<file path="config.mk">
export PLATFORM = sky130hd
export DESIGN_NAME = ciphertext_output_serializer
export DESIGN_NICKNAME = d
export VERILOG_FILES = /design/src/rtl/aes_pkg.sv /design/src/rtl/ct_block_fifo.sv /design/src/rtl/ciphertext_output_serializer.sv
export SDC_FILE = /design/constraint.sdc
export NUM_CORES = 1
export LEC_CHECK = 0
export ABC_CLOCK_PERIOD_IN_PS = 3200
export BUFFER_PORTS_ARGS = -buffer_cell sky130_fd_sc_hd__buf_2
export CAP_MARGIN = 20
export CORE_ASPECT_RATIO = 0.6
export CORE_UTILIZATION = 54
export CTS_CLUSTER_DIAMETER = 40
export DETAILED_ROUTE_END_ITERATION = 10
export HOLD_SLACK_MARGIN = 0.15
export PLACE_DENSITY = 0.76
export SLEW_MARGIN = 20
export SYNTH_ARGS = -nofsm -noshare
export SYNTH_HDL_FRONTEND = slang
export SYNTH_HIERARCHICAL = 1
export SYNTH_SLANG_ARGS = --single-unit
</file>
<file path="constraint.sdc">
create_clock -name clk -period 3.2 [get_ports clk]
set_input_delay 0.64 -clock clk [delete_from_list [all_inputs] [get_ports clk]]
set_output_delay 0.64 -clock clk [all_outputs]
set_load 0.02 [all_outputs]
</file>
<file path="src/rtl/aes_pkg.sv">
// Shared AES block definitions: block/word-index types and the word-slice helper
// used by the ciphertext serializer and any future upstream packer.
package aes_pkg;

    localparam int BLOCK_W         = 128;
    localparam int WORDS_PER_BLOCK = 4;

    typedef logic [BLOCK_W-1:0] block_t;
    typedef logic [1:0]         word_idx_t;

    // Index 0 is the most significant word.
    function automatic logic [31:0] word_slice(input block_t blk, input word_idx_t idx);
        logic [31:0] w;
        case (idx)
            2'd0:    w = blk[127:96];
            2'd1:    w = blk[95:64];
            2'd2:    w = blk[63:32];
            default: w = blk[31:0];
        endcase
        return w;
    endfunction

endpackage

</file>
<file path="src/rtl/ct_block_fifo.sv">
// DEPTH x 128-bit synchronous block FIFO; head is the block at rd_ptr.
// A push into a full FIFO is accepted only when the same cycle pops.
module ct_block_fifo
    import aes_pkg::*;
#(
    parameter int DEPTH = 4
) (
    input  logic                   clk,
    input  logic                   reset,
    input  logic                   push,
    input  logic                   pop,
    input  block_t                 din,
    output block_t                 head,
    output logic                   full,
    output logic                   empty,
    output logic [$clog2(DEPTH):0] count
);

    localparam int AW = $clog2(DEPTH);
    localparam logic [AW:0] FULL_CNT = (AW+1)'(DEPTH);

    logic [AW-1:0] wr_ptr;
    logic [AW-1:0] rd_ptr;
    block_t        mem [DEPTH];
    logic          do_push;
    logic          do_pop;

    assign full    = (count == FULL_CNT);
    assign empty   = (count == '0);
    assign do_pop  = pop && !empty;
    assign do_push = push && (!full || do_pop);
    assign head    = mem[rd_ptr];

    always_ff @(posedge clk or negedge reset) begin
        if (!reset) begin
            wr_ptr <= '0;
            rd_ptr <= '0;
            count  <= '0;
        end else begin
            if (do_push) wr_ptr <= wr_ptr + AW'(1);
            if (do_pop)  rd_ptr <= rd_ptr + AW'(1);
            case ({do_push, do_pop})
                2'b10:   count <= count + (AW+1)'(1);
                2'b01:   count <= count - (AW+1)'(1);
                default: count <= count;
            endcase
        end
    end

    // Block storage carries no reset.
    always_ff @(posedge clk) begin
        if (do_push) mem[wr_ptr] <= din;
    end

endmodule

</file>
<file path="src/rtl/ciphertext_output_serializer.sv">
// Buffers encryptor ciphertext blocks and streams them as MSW-first 32-bit words.
// Optional CT_OUT_BLOCK_CNT_EN adds a 16-bit count of fully emitted blocks.
module ciphertext_output_serializer
    import aes_pkg::*;
#(
    parameter int DEPTH  = 4,
    parameter int WORD_W = 32
) (
    input  logic                   clk,
    input  logic                   reset,
    input  block_t                 ct_in,
    input  logic                   ct_valid,
    output logic [WORD_W-1:0]      out_word,
    output logic                   out_valid,
    input  logic                   out_ready,
    output logic                   out_last,
    output logic [$clog2(DEPTH):0] fifo_count,
    output logic                   overflow,
`ifdef CT_OUT_BLOCK_CNT_EN
    input  logic                   overflow_clr,
    output logic [15:0]            blocks_out
`else
    input  logic                   overflow_clr
`endif
);

    block_t    head;
    logic      full;
    logic      empty;
    logic      xfer;
    logic      pop;
    logic      drop;
    word_idx_t idx;

    assign out_valid = !empty;
    assign xfer      = out_valid && out_ready;
    assign pop       = xfer && (idx == 2'd3);
    assign drop      = ct_valid && full && !pop;
    assign out_last  = out_valid && (idx == 2'd3);
    assign out_word  = out_valid ? word_slice(head, idx) : '0;

    ct_block_fifo #(.DEPTH(DEPTH)) u_fifo (
        .clk   (clk),
        .reset (reset),
        .push  (ct_valid),
        .pop   (pop),
        .din   (ct_in),
        .head  (head),
        .full  (full),
        .empty (empty),
        .count (fifo_count)
    );

    // Index wraps 3 -> 0 on the same transfer that pops the head block.
    always_ff @(posedge clk or negedge reset) begin
        if (!reset) begin
            idx <= '0;
        end else if (xfer) begin
            idx <= idx + 2'd1;
        end
    end

    always_ff @(posedge clk or negedge reset) begin
        if (!reset) begin
            overflow <= 1'b0;
        end else if (drop) begin
            overflow <= 1'b1;
        end else if (overflow_clr) begin
            overflow <= 1'b0;
        end
    end

`ifdef CT_OUT_BLOCK_CNT_EN
    always_ff @(posedge clk or negedge reset) begin
        if (!reset) begin
            blocks_out <= '0;
        end else if (pop) begin
            blocks_out <= blocks_out + 16'd1;
        end
    end
`endif

endmodule

</file>
Yosys cells after proc, flatten, opt, wreduce, memory -nomap -nowiden
Memories as Yosys holds them, arrays and structs flattened.
Cells that the tools add are included.
- register bits: 10
- bits in writable memories: 512
- input port bits: 133
- logic and storage cells: 39
- memories kept: 1
- $add $sub $neg: 5
- equal/unequal tests: 6
- muxes and demuxes: 7
- reductions and logical operators: 15
- memories (name ; words ; width ; rd ports ; clocked after memory_dff ; write ports ; RTL line ; RTL):
    u_fifo.mem ; 4 ; 128 ; 1 ; 0 ; 1 ; ct_block_fifo.sv:24 ; block_t mem [DEPTH];
- operators by type and width (kind ; count):
    one-hot mux 32 bit (3 select lines) ; 1
    two-way mux 32 bit ; 1
    logical AND 1 bit ; 7
    adder 2 x 1 -> 2 bit, second input constant ; 3
    equality test 2 bit, second input constant ; 3
    one-hot mux 3 bit (2 select lines) ; 1
    equality test 2 x 1 -> 1 bit, second input constant ; 2
    two-way mux 1 bit ; 4
    nonzero test 2 bit ; 2
    adder 3 x 1 -> 3 bit, second input constant ; 1
    equality test 3 bit, second input constant ; 1
    logical NOT 1 bit ; 3
    logical NOT 3 bit ; 1
    subtractor 3 x 1 -> 3 bit, second input constant ; 1
    logical NOT 2 bit ; 1
    logical OR 1 bit ; 1

Longest topological paths before layout
Gate-level depths: netlist (run 1).
- depth in word-level cells: 9
- gate-level depth with buffers: 11

By module
Netlist (run 1), hierarchy kept.
- modules (own cells, without submodules) (module ; times used ; cells an instance ; area an instance (um^2) ; seq. area each (um^2)):
    ct_block_fifo ; 1 ; 707 ; 18849.3 ; 15549.9
    ciphertext_output_serializer ; 1 ; 167 ; 1390.1 ; 75.1

Worst setup path after synthesis (run 1)
No wires, ideal clock.
- path kind: register -> register
- start: register u_fifo.count[0]
- end: memory u_fifo/mem[0][0] in the netlist's numbering, enable pin
- library setup time: 0.432 ns
- data arrival time: 2.797 ns
- data required time: 2.768 ns
- setup slack: -0.029 ns
- cell stages (with the launch flop): 6
- buffers on the path: 1
- clock period less this slack: 3.229 ns
- path through: dfrtp_1 -> nor3_1 -> buf_2 -> and3b_1 -> o21a_4 -> and2_2
- word-level cells in the longest chain between the ends: 9
- elaborated cells on any way between the ends: 11
- those cells by class: eq/ne (1); mux (2); reduce/logical (8)
- RTL lines (item ; RTL line ; RTL):
    from (decl) ; ct_block_fifo.sv:16 ; output logic [$clog2(DEPTH):0] count
    from (signal assigned) ; ct_block_fifo.sv:43 ; 2'b10: count <= count + (AW+1)'(1);
    from (signal assigned) ; ct_block_fifo.sv:44 ; 2'b01: count <= count - (AW+1)'(1);
    from (signal assigned) ; ct_block_fifo.sv:45 ; default: count <= count;
    logical NOT 3 bit ; ct_block_fifo.sv:29 ; assign empty = (count == '0);
    net empty ; ciphertext_output_serializer.sv:29 ; logic empty;
    logical NOT 1 bit ; ciphertext_output_serializer.sv:35 ; assign out_valid = !empty;
    logical AND 1 bit ; ciphertext_output_serializer.sv:36 ; assign xfer = out_valid && out_ready;
    logical AND 1 bit ; ciphertext_output_serializer.sv:37 ; assign pop = xfer && (idx == 2'd3);
    net pop ; ciphertext_output_serializer.sv:31 ; logic pop;
    logical AND 1 bit ; ct_block_fifo.sv:30 ; assign do_pop = pop && !empty;
    logical OR 1 bit ; ct_block_fifo.sv:31 ; assign do_push = push && (!full || do_pop);
    logical AND 1 bit ; ct_block_fifo.sv:31 ;
    two-way mux 1 bit ; ct_block_fifo.sv:52 ; if (do_push) mem[wr_ptr] <= din;
    two-way mux 1 bit (not written as such) ; ct_block_fifo.sv:52 ;
    to (decl) ; ct_block_fifo.sv:24 ;
The timed path passes the listed nets, and every way through them passes these cells.

Worst setup path in the final report (run 1)
- start: register u_fifo.rd_ptr[0]
- end: output port out_word[2]
- word-level cells in the longest chain between the ends: 3
- RTL lines (item ; RTL line ; RTL):
    from (decl) ; ct_block_fifo.sv:23 ; logic [AW-1:0] rd_ptr;
    from (signal assigned) ; ct_block_fifo.sv:41 ; if (do_pop) rd_ptr <= rd_ptr + AW'(1);
    memory read (4 x 128 bit) ; - ;
    net head[34] ; ciphertext_output_serializer.sv:27 ; block_t head;
    one-hot mux 32 bit (3 select lines) ; aes_pkg.sv:14 ; case (idx)
    two-way mux 32 bit ; ciphertext_output_serializer.sv:40 ; assign out_word = out_valid ? word_slice(head, idx) : '0;
    to (decl) ; ciphertext_output_serializer.sv:13 ; output logic [WORD_W-1:0] out_word,
The timed path passes the listed nets, and every way through them passes these cells.

==> out/metrics.cfg, run 1 <==
[sta]
post-route-min-period_ns=3.13
tns_ns=0
skew_ns=0.00715
setup_viol=0
timing.fmax_mhz=320
worstMarginPinSlew_ns=0.587
hold_violations=0
rsz0062_at_grt=yes
drv_slew=0
finalCritPeriodShare_pct=97.7
relSlewSlack_pct=60.9

[detailed_routing]
num_vias=9696
dr.pass1.iters=5
wl_per_cell_um=25.5
via_per_inst=5.90
antenna_left=0
route.detailed.drc=0
drt-initial-drc-count=816
totalWireLength_um=41900

[clocking]
clockBufferDepth=3
cts_made_buffers=47
cts_root_buf=clkbuf_16
htree_num_levels=2
cts_tree=yes
clk_latency_ns=0.55
cts.reportedPaths.clkPinSlew_ns=0.06
cts.sinks=522

[floorplanning]
die_area_um2=38300
die_w_um=252
core_area_um2=36600
initial_utilization_pct=55.3
dieHeight_um=152
io_pins=171
num_rows=54

[synth]
synth_area_per_cell_um2=23.2
synth_edf_count=512
synth-compound-area-share_pct=4.63
synth_mux_area_share_pct=14.4
syn-num-nets=1018
ys_top_cells_by_count=512 x edfxtp_1, 128 x mux4_2, 43 x inv_1
synth.most_common_cell=edfxtp_1
ys_seq_area_share_pct=77.2
async_reset_ff_share_pct=1.92
synth_top_area_share_pct=76.0
synthSimpleGateAreaFrac_pct=0.389
ys_seq_elements=522
synthCells=874
synth.cell_area_um2=20200
synth_xor_area_share_pct=0.303
yosys-top-cells-area=edfxtp_1 76%, mux4_2 14%, a221oi_2 2.2%
yosysTopAreaCell=edfxtp_1
synth_top_family_by_area=multiplexers
ys_types=32
synthFlopType=edfxtp_1
ys_warn_count=6
synth-adder-area-share_pct=0.717

[cells_and_area]
finalNonFillerCells=1644
fillers=2490
drive_above_1_share_pct=42.7
area_growth_pct=16.7
fin_nets=1245

[grt]
grt_pass1_vias=10100
grt_overflow=0
grt_use_total_pct=22.3
antenna_found_initial=11
grt_max_degree=69
grt_first_pass_wirelength_um=62900

[placement]
globalplace.congestion=0.742
hpwl_um=25400
portBuffers=170
place_inst=1541

[status]
status=complete, no violations

[worst_setup_path]
worstPathMaxFanout=18
r2r_end=u_fifo/count[2]$_DFFE_PN0P_
critPathKind=reg2out
cp-start-kind=register
cp-end-kind=primary output
reg2reg_depth=10
arrival_ns=2.49
r2r_slack_ns=0.77
rr_startpoint=u_fifo/count[0]$_DFFE_PN0P_
critPathRequiredTime_ns=2.56

[power]
p_leak_uw=0.00794
powerDensity_nw_per_um2=972
ir_worst_vdd_mv=0.627

[run]
max_cap_viol_count=0

[min_path]
hp-class=in2reg
hp-start=overflow_clr
holdPathEnd=overflow$_DFFE_PN0P_
hold_depth=2

[cells in the final DEF (no fill, tap or decap), drive strengths merged, types with 2 or more instances in the layout]
cell / instances
inv: 43
nand2: 2
buf: 225
diode: 8
ha: 10
mux4: 128
clkinv: 21
xor2: 3
and2: 4
mux2: 2
clkinvlp: 2
xnor2: 4
a21oi: 32
edfxtp: 512
a221oi: 32
nor2b: 2
dfrtp: 10
clkbuf: 57
a22oi: 32
[metal layers]
layer  GRT usage (%)  part of all wire [%]  up-vias  wire length (um)
li1                -                     -     4158                 -
met1            33.7                    44     5086             18500
met2            33.5                    47      387             19600
met3            5.47                   7.5       61              3160
met4            4.70                   1.4        4               588
met5               0                 0.062        -                26
[sequential cells by signal, indices dropped and copies added, names as in the netlist]
name,count
u_fifo/rd_ptr,2
u_fifo/mem,512
u_fifo/wr_ptr,2
idx,2
overflow,1
u_fifo/count,3
[where the power goes]
group / switching [uW] / leakage [uW] / internal, uW
sequential: 373 / 0.00481 / 9040
combinational: 4750 / 0.00245 / 3650
clock: 2330 / 0.000685 / 2820
total: 7460 / 0.00794 / 15500
[kinds of logic after synthesis]
kind of cell,count (synthesis)
buffers and inverters,92
DFF,522
AOI/OAI and AO/OA,99
xor gates and xnor gates,7
adders and majority gates,11
and+or+nand+nor,12
muxes,131
[worst max path at each step]
stage / start / cells past startpoint / to / slack, ns
6_report: u_fifo/rd_ptr[0]$_DFFE_PN0P_ / 5 / out_word[2] / 0.07
3_3_place_gp: u_fifo/rd_ptr[0]$_DFFE_PN0P_ / 6 / out_word[8] / 0.50
5_1_grt: idx[1]$_DFFE_PN0P_ / 5 / out_word[19] / -0.04
2_1_floorplan: u_fifo/count[0]$_DFFE_PN0P_ / 5 / u_fifo/mem[0][0]$_DFFE_PP_ / -0.03
3_5_place_dp: u_fifo/rd_ptr[0]$_DFFE_PN0P_ / 6 / out_word[5] / 0.46
4_1_cts: u_fifo/rd_ptr[0]$_DFFE_PN0P_ / 6 / out_word[19] / 0.01
[metrics by stage]
stage | util [%] | power, uW | hold WS (ns) | area, um^2 | worst slack, ns
floorplan | - | 15100 | 0.344 | 20200 | -0.0293
global placement | 60.1 | 17600 | 0.517 | 22000 | 0.502
detailed placement | 60.1 | 17700 | 0.518 | 22000 | 0.456
CTS | 64.2 | 23000 | 0.261 | 23500 | 0.0125
global route | 64.5 | 24000 | 0.265 | 23600 | -0.0436
finish | 64.5 | 23000 | 0.286 | 23600 | 0.0731
[timing repair]
item | in CTS | in global routing
gates resized for setup | 2 | 11
endpoints found under the setup margin | 21 | 17
setup buffers | 4 | 8
cloned | 2 | 0
hold buffers | 1 | 0
endpoints found under the hold margin | 10 | 0
[layout make-up]
cell class              instances  area, um^2  area share [%]
diodes                          8        20.0          0.0847
inverters                      43         161           0.683
multi-input cells             260        4220            17.8
clock buffers                  57        1280            5.40
repair buffers                227        1580            6.67
well taps                     504         631            2.67
clock inverters                23         115           0.487
flip-flops and latches        522       15600            66.2
[worst max-delay path, stage by stage, from the launching register on]
cell and delay, ns:
dfrtp_4 0.52, bufbuf_16 0.37, mux4_2 0.54, a22oi_1 0.23
a221oi_2 0.08, buf_2 0.19
Note: power is estimated with default switching activity, not from simulation.
==> run 2, diff against run 1 <==
PLACE_DENSITY = not set   (was 0.76)
PLACE_DENSITY_LB_ADDON = 0.08   (was not set)
SYNTH_HIERARCHICAL = not set   (was 1)
==> run 2 against run 1 <==
  * Critical path depth increased by 2
  * Register-to-register slack got worse by 0.37 ns
  * Utilization increased by 1.6 points
  * Largest cell class unchanged
  * Largest power group unchanged
==> out/metrics.cfg, run 2 <==
[synth]
yosys-top-cells-area=edfxtp_1 75%, mux2i_1 9.4%, mux4_2 3.5%
synth_area_per_cell_um2=19.3  ; -17%
synth.most_common_cell=edfxtp_1
synth_top_area_share_pct=75.5  ; -0.51 points
syn-num-nets=1197  ; +18%
synth_edf_count=512  ; unchanged
synthCells=1054  ; +21%
synth.cell_area_um2=20400  ; +0.68%
async_reset_ff_share_pct=1.92  ; unchanged
ys_seq_area_share_pct=76.7  ; -0.52 points
ys_types=33  ; +3.1%
ys_seq_elements=522  ; unchanged
ys_top_cells_by_count=512 x edfxtp_1, 192 x mux2i_1, 96 x o22ai_1
yosysTopAreaCell=edfxtp_1
ys_warn_count=0  ; -6
synthFlopType=edfxtp_1

[worst_setup_path]
arrival_ns=2.51  ; +0.02 ns
cp-end-kind=primary output
r2r_slack_ns=0.40  ; -0.37 ns
endpoint=out_word[29]
critPathKind=reg2out
reg2reg_depth=7  ; -3
rr_startpoint=idx[0]$_DFFE_PN0N_
cp-startpoint=u_fifo.rd_ptr[0]$_DFFE_PN0N_
r2r_end=u_fifo.mem[1][80]$_DFFE_PP_
worstPathMaxFanout=32  ; +14
critPathRequiredTime_ns=2.56  ; about the same
cp-start-kind=register

[grt]
grtUsageMet3_pct=4.95  ; -0.51 points
grt_overflow=0  ; unchanged
grt_first_pass_wirelength_um=66900  ; +6.3%
grt_pass1_vias=10700  ; +5.8%
antenna_found_initial=3  ; -8
busiest_layer=met1
use_met1_pct=36.7  ; +3.0 points
met2_usage_pct=34.6  ; +1.2 points
grt_use_total_pct=23.6  ; +1.3 points
grt_max_degree=72  ; +4.3%

[detailed_routing]
dr.pass1.iters=5  ; unchanged
num_vias=10800  ; +11%
totalWireLength_um=45900  ; +9.5%
via_per_inst=5.85  ; -0.89%
route.detailed.drc=0  ; unchanged
antenna_left=0  ; unchanged
drt-initial-drc-count=891  ; +9.2%
wl_per_cell_um=24.9  ; -2.2%

[run]
max_cap_viol_count=0  ; unchanged

[sta]
fin_ws_ns=0.0507  ; -0.0223 ns
hold_violations=0  ; unchanged
timing.fmax_mhz=318  ; -0.71%
setup_viol=0  ; unchanged
tns_ns=0  ; unchanged
worstMarginPinSlew_ns=0.702  ; +0.115 ns
finalCritPeriodShare_pct=98.4  ; +0.70 points
relSlewSlack_pct=53.0  ; -7.9 points
post-route-min-period_ns=3.15  ; +0.0223 ns
skew_ns=0.0165  ; +0.00931 ns
rsz0062_at_grt=yes
drv_slew=0  ; unchanged

[cells_and_area]
drive_above_1_share_pct=29.8  ; -13 points
stdcell_area_um2=24300  ; +2.9%
reg_top3=u_fifo.mem: 512 flops, u_fifo.count: 3 flops
final_core_util_pct=66.1  ; +1.6 points
final_common_cell=edfxtp_1
largest_reg_flops=512  ; unchanged
fin_nets=1440  ; +16%
final_cell_mix=512 x edfxtp_1, 185 x mux2i_1, 168 x buf_2
area_growth_pct=19.3
regMostFlops=u_fifo.mem

[min_path]
hp-class=in2reg

[power]
p_leak_uw=0.00868  ; +9.3%
ir_worst_vdd_mv=0.549  ; -12%
powerDensity_nw_per_um2=997  ; +2.5%

[floorplanning]
die_w_um=253  ; +0.34%
num_rows=54  ; unchanged
die_area_um2=38500  ; +0.67%
dieHeight_um=152  ; +0.34%
io_pins=171  ; unchanged
initial_utilization_pct=55.4  ; +0.17 points
core_area_um2=36800  ; +0.37%

[placement]
place_area_um2=22000  ; about the same
hpwl_um=26900  ; +5.7%
globalplace.congestion=0.789  ; +6.4%
portBuffers=170  ; unchanged
post-place-ws_ns=0.317  ; -0.140 ns

[clocking]
cts_made_buffers=50  ; +6.4%
cts.sinks=522  ; unchanged
htree_num_levels=2  ; unchanged
clk_latency_ns=0.57  ; +0.02 ns
cts_root_buf=clkbuf_16
clockBufferDepth=3  ; unchanged
cts.reportedPaths.clkPinSlew_ns=0.06  ; about the same
cts_tree=yes

[status]
status=complete, no violations

==> run 2: repair_timing <==
item,4_1_cts,5_1_grt
cloned,4,4
pin swaps,4,12
setup endpoints to repair,30,31
resized for setup,30,32
buffers inserted,4,15
hold endpoints to repair,10,0
hold buffers,1,0
==> run 2: critical path, stage by stage (launching register included) <==
cell and delay [ns]:
dfrtp_4 0.52, buf_12 0.27, mux2i_2 0.33, o22ai_1 0.16
nor4_2 0.27, buf_4 0.18, nor3_1 0.05, buf_2 0.17
==> run 2: worst min path at each step <==
stage / from / end / slack [ns] / depth (start not counted)
after CTS: overflow_clr / overflow$_DFFE_PN0P_ / 0.25 / 2
after detailed placement: overflow$_DFFE_PN0P_ / overflow$_DFFE_PN0P_ / 0.52 / 2
after global routing: overflow_clr / overflow$_DFFE_PN0P_ / 0.25 / 2
final: overflow_clr / overflow$_DFFE_PN0P_ / 0.28 / 2
after global placement: overflow$_DFFE_PN0P_ / overflow$_DFFE_PN0P_ / 0.51 / 2
after floorplan: reset / idx[0]$_DFFE_PN0N_ / 0.34 / 0
==> run 2: logic make-up after synthesis <==
group | Yosys count | share of synthesized area (%)
buf+inv | 67 | 2.82
compound gates | 104 | 3.19
mux | 225 | 13.0
xor+xnor | 5 | 0.215
fa+ha+maj | 10 | 0.651
simple gates | 121 | 3.43
flops | 522 | 76.7
==> run 2: per-stage QoR <==
step	instances	total power (uW)	hold WS, ns
detailed placement	1721	17500	0.517
finish	1841	24200	0.278
CTS	1821	23900	0.249
floorplan	1054	14900	0.344
global placement	1721	17400	0.508
global route	1841	25300	0.252
==> run 2: where the power goes <==
group / switching [uW] / internal, uW
Combinational: 5200 / 3720
Clock: 2460 / 3430
Sequential: 392 / 9010
Total: 8060 / 16200
==> run 2: layout make-up <==
type	instances	area, um^2
fillers	2567	12500
repair buffers	248	1940
clock buffers	65	1330
well taps	504	631
clock inverters	26	307
inverters	10	40.0
diodes	1	2.50
flip-flops and latches	522	15600
multi-input cells	465	4420
==> run 2: layer usage <==
metal	part of all wire [%]	wire length (um)	vias to the layer above
li1	-	-	4787
met3	6.9	3160	59
met4	1.4	657	4
met2	45	20600	364
met5	0.061	28	-
met1	47	21500	5547
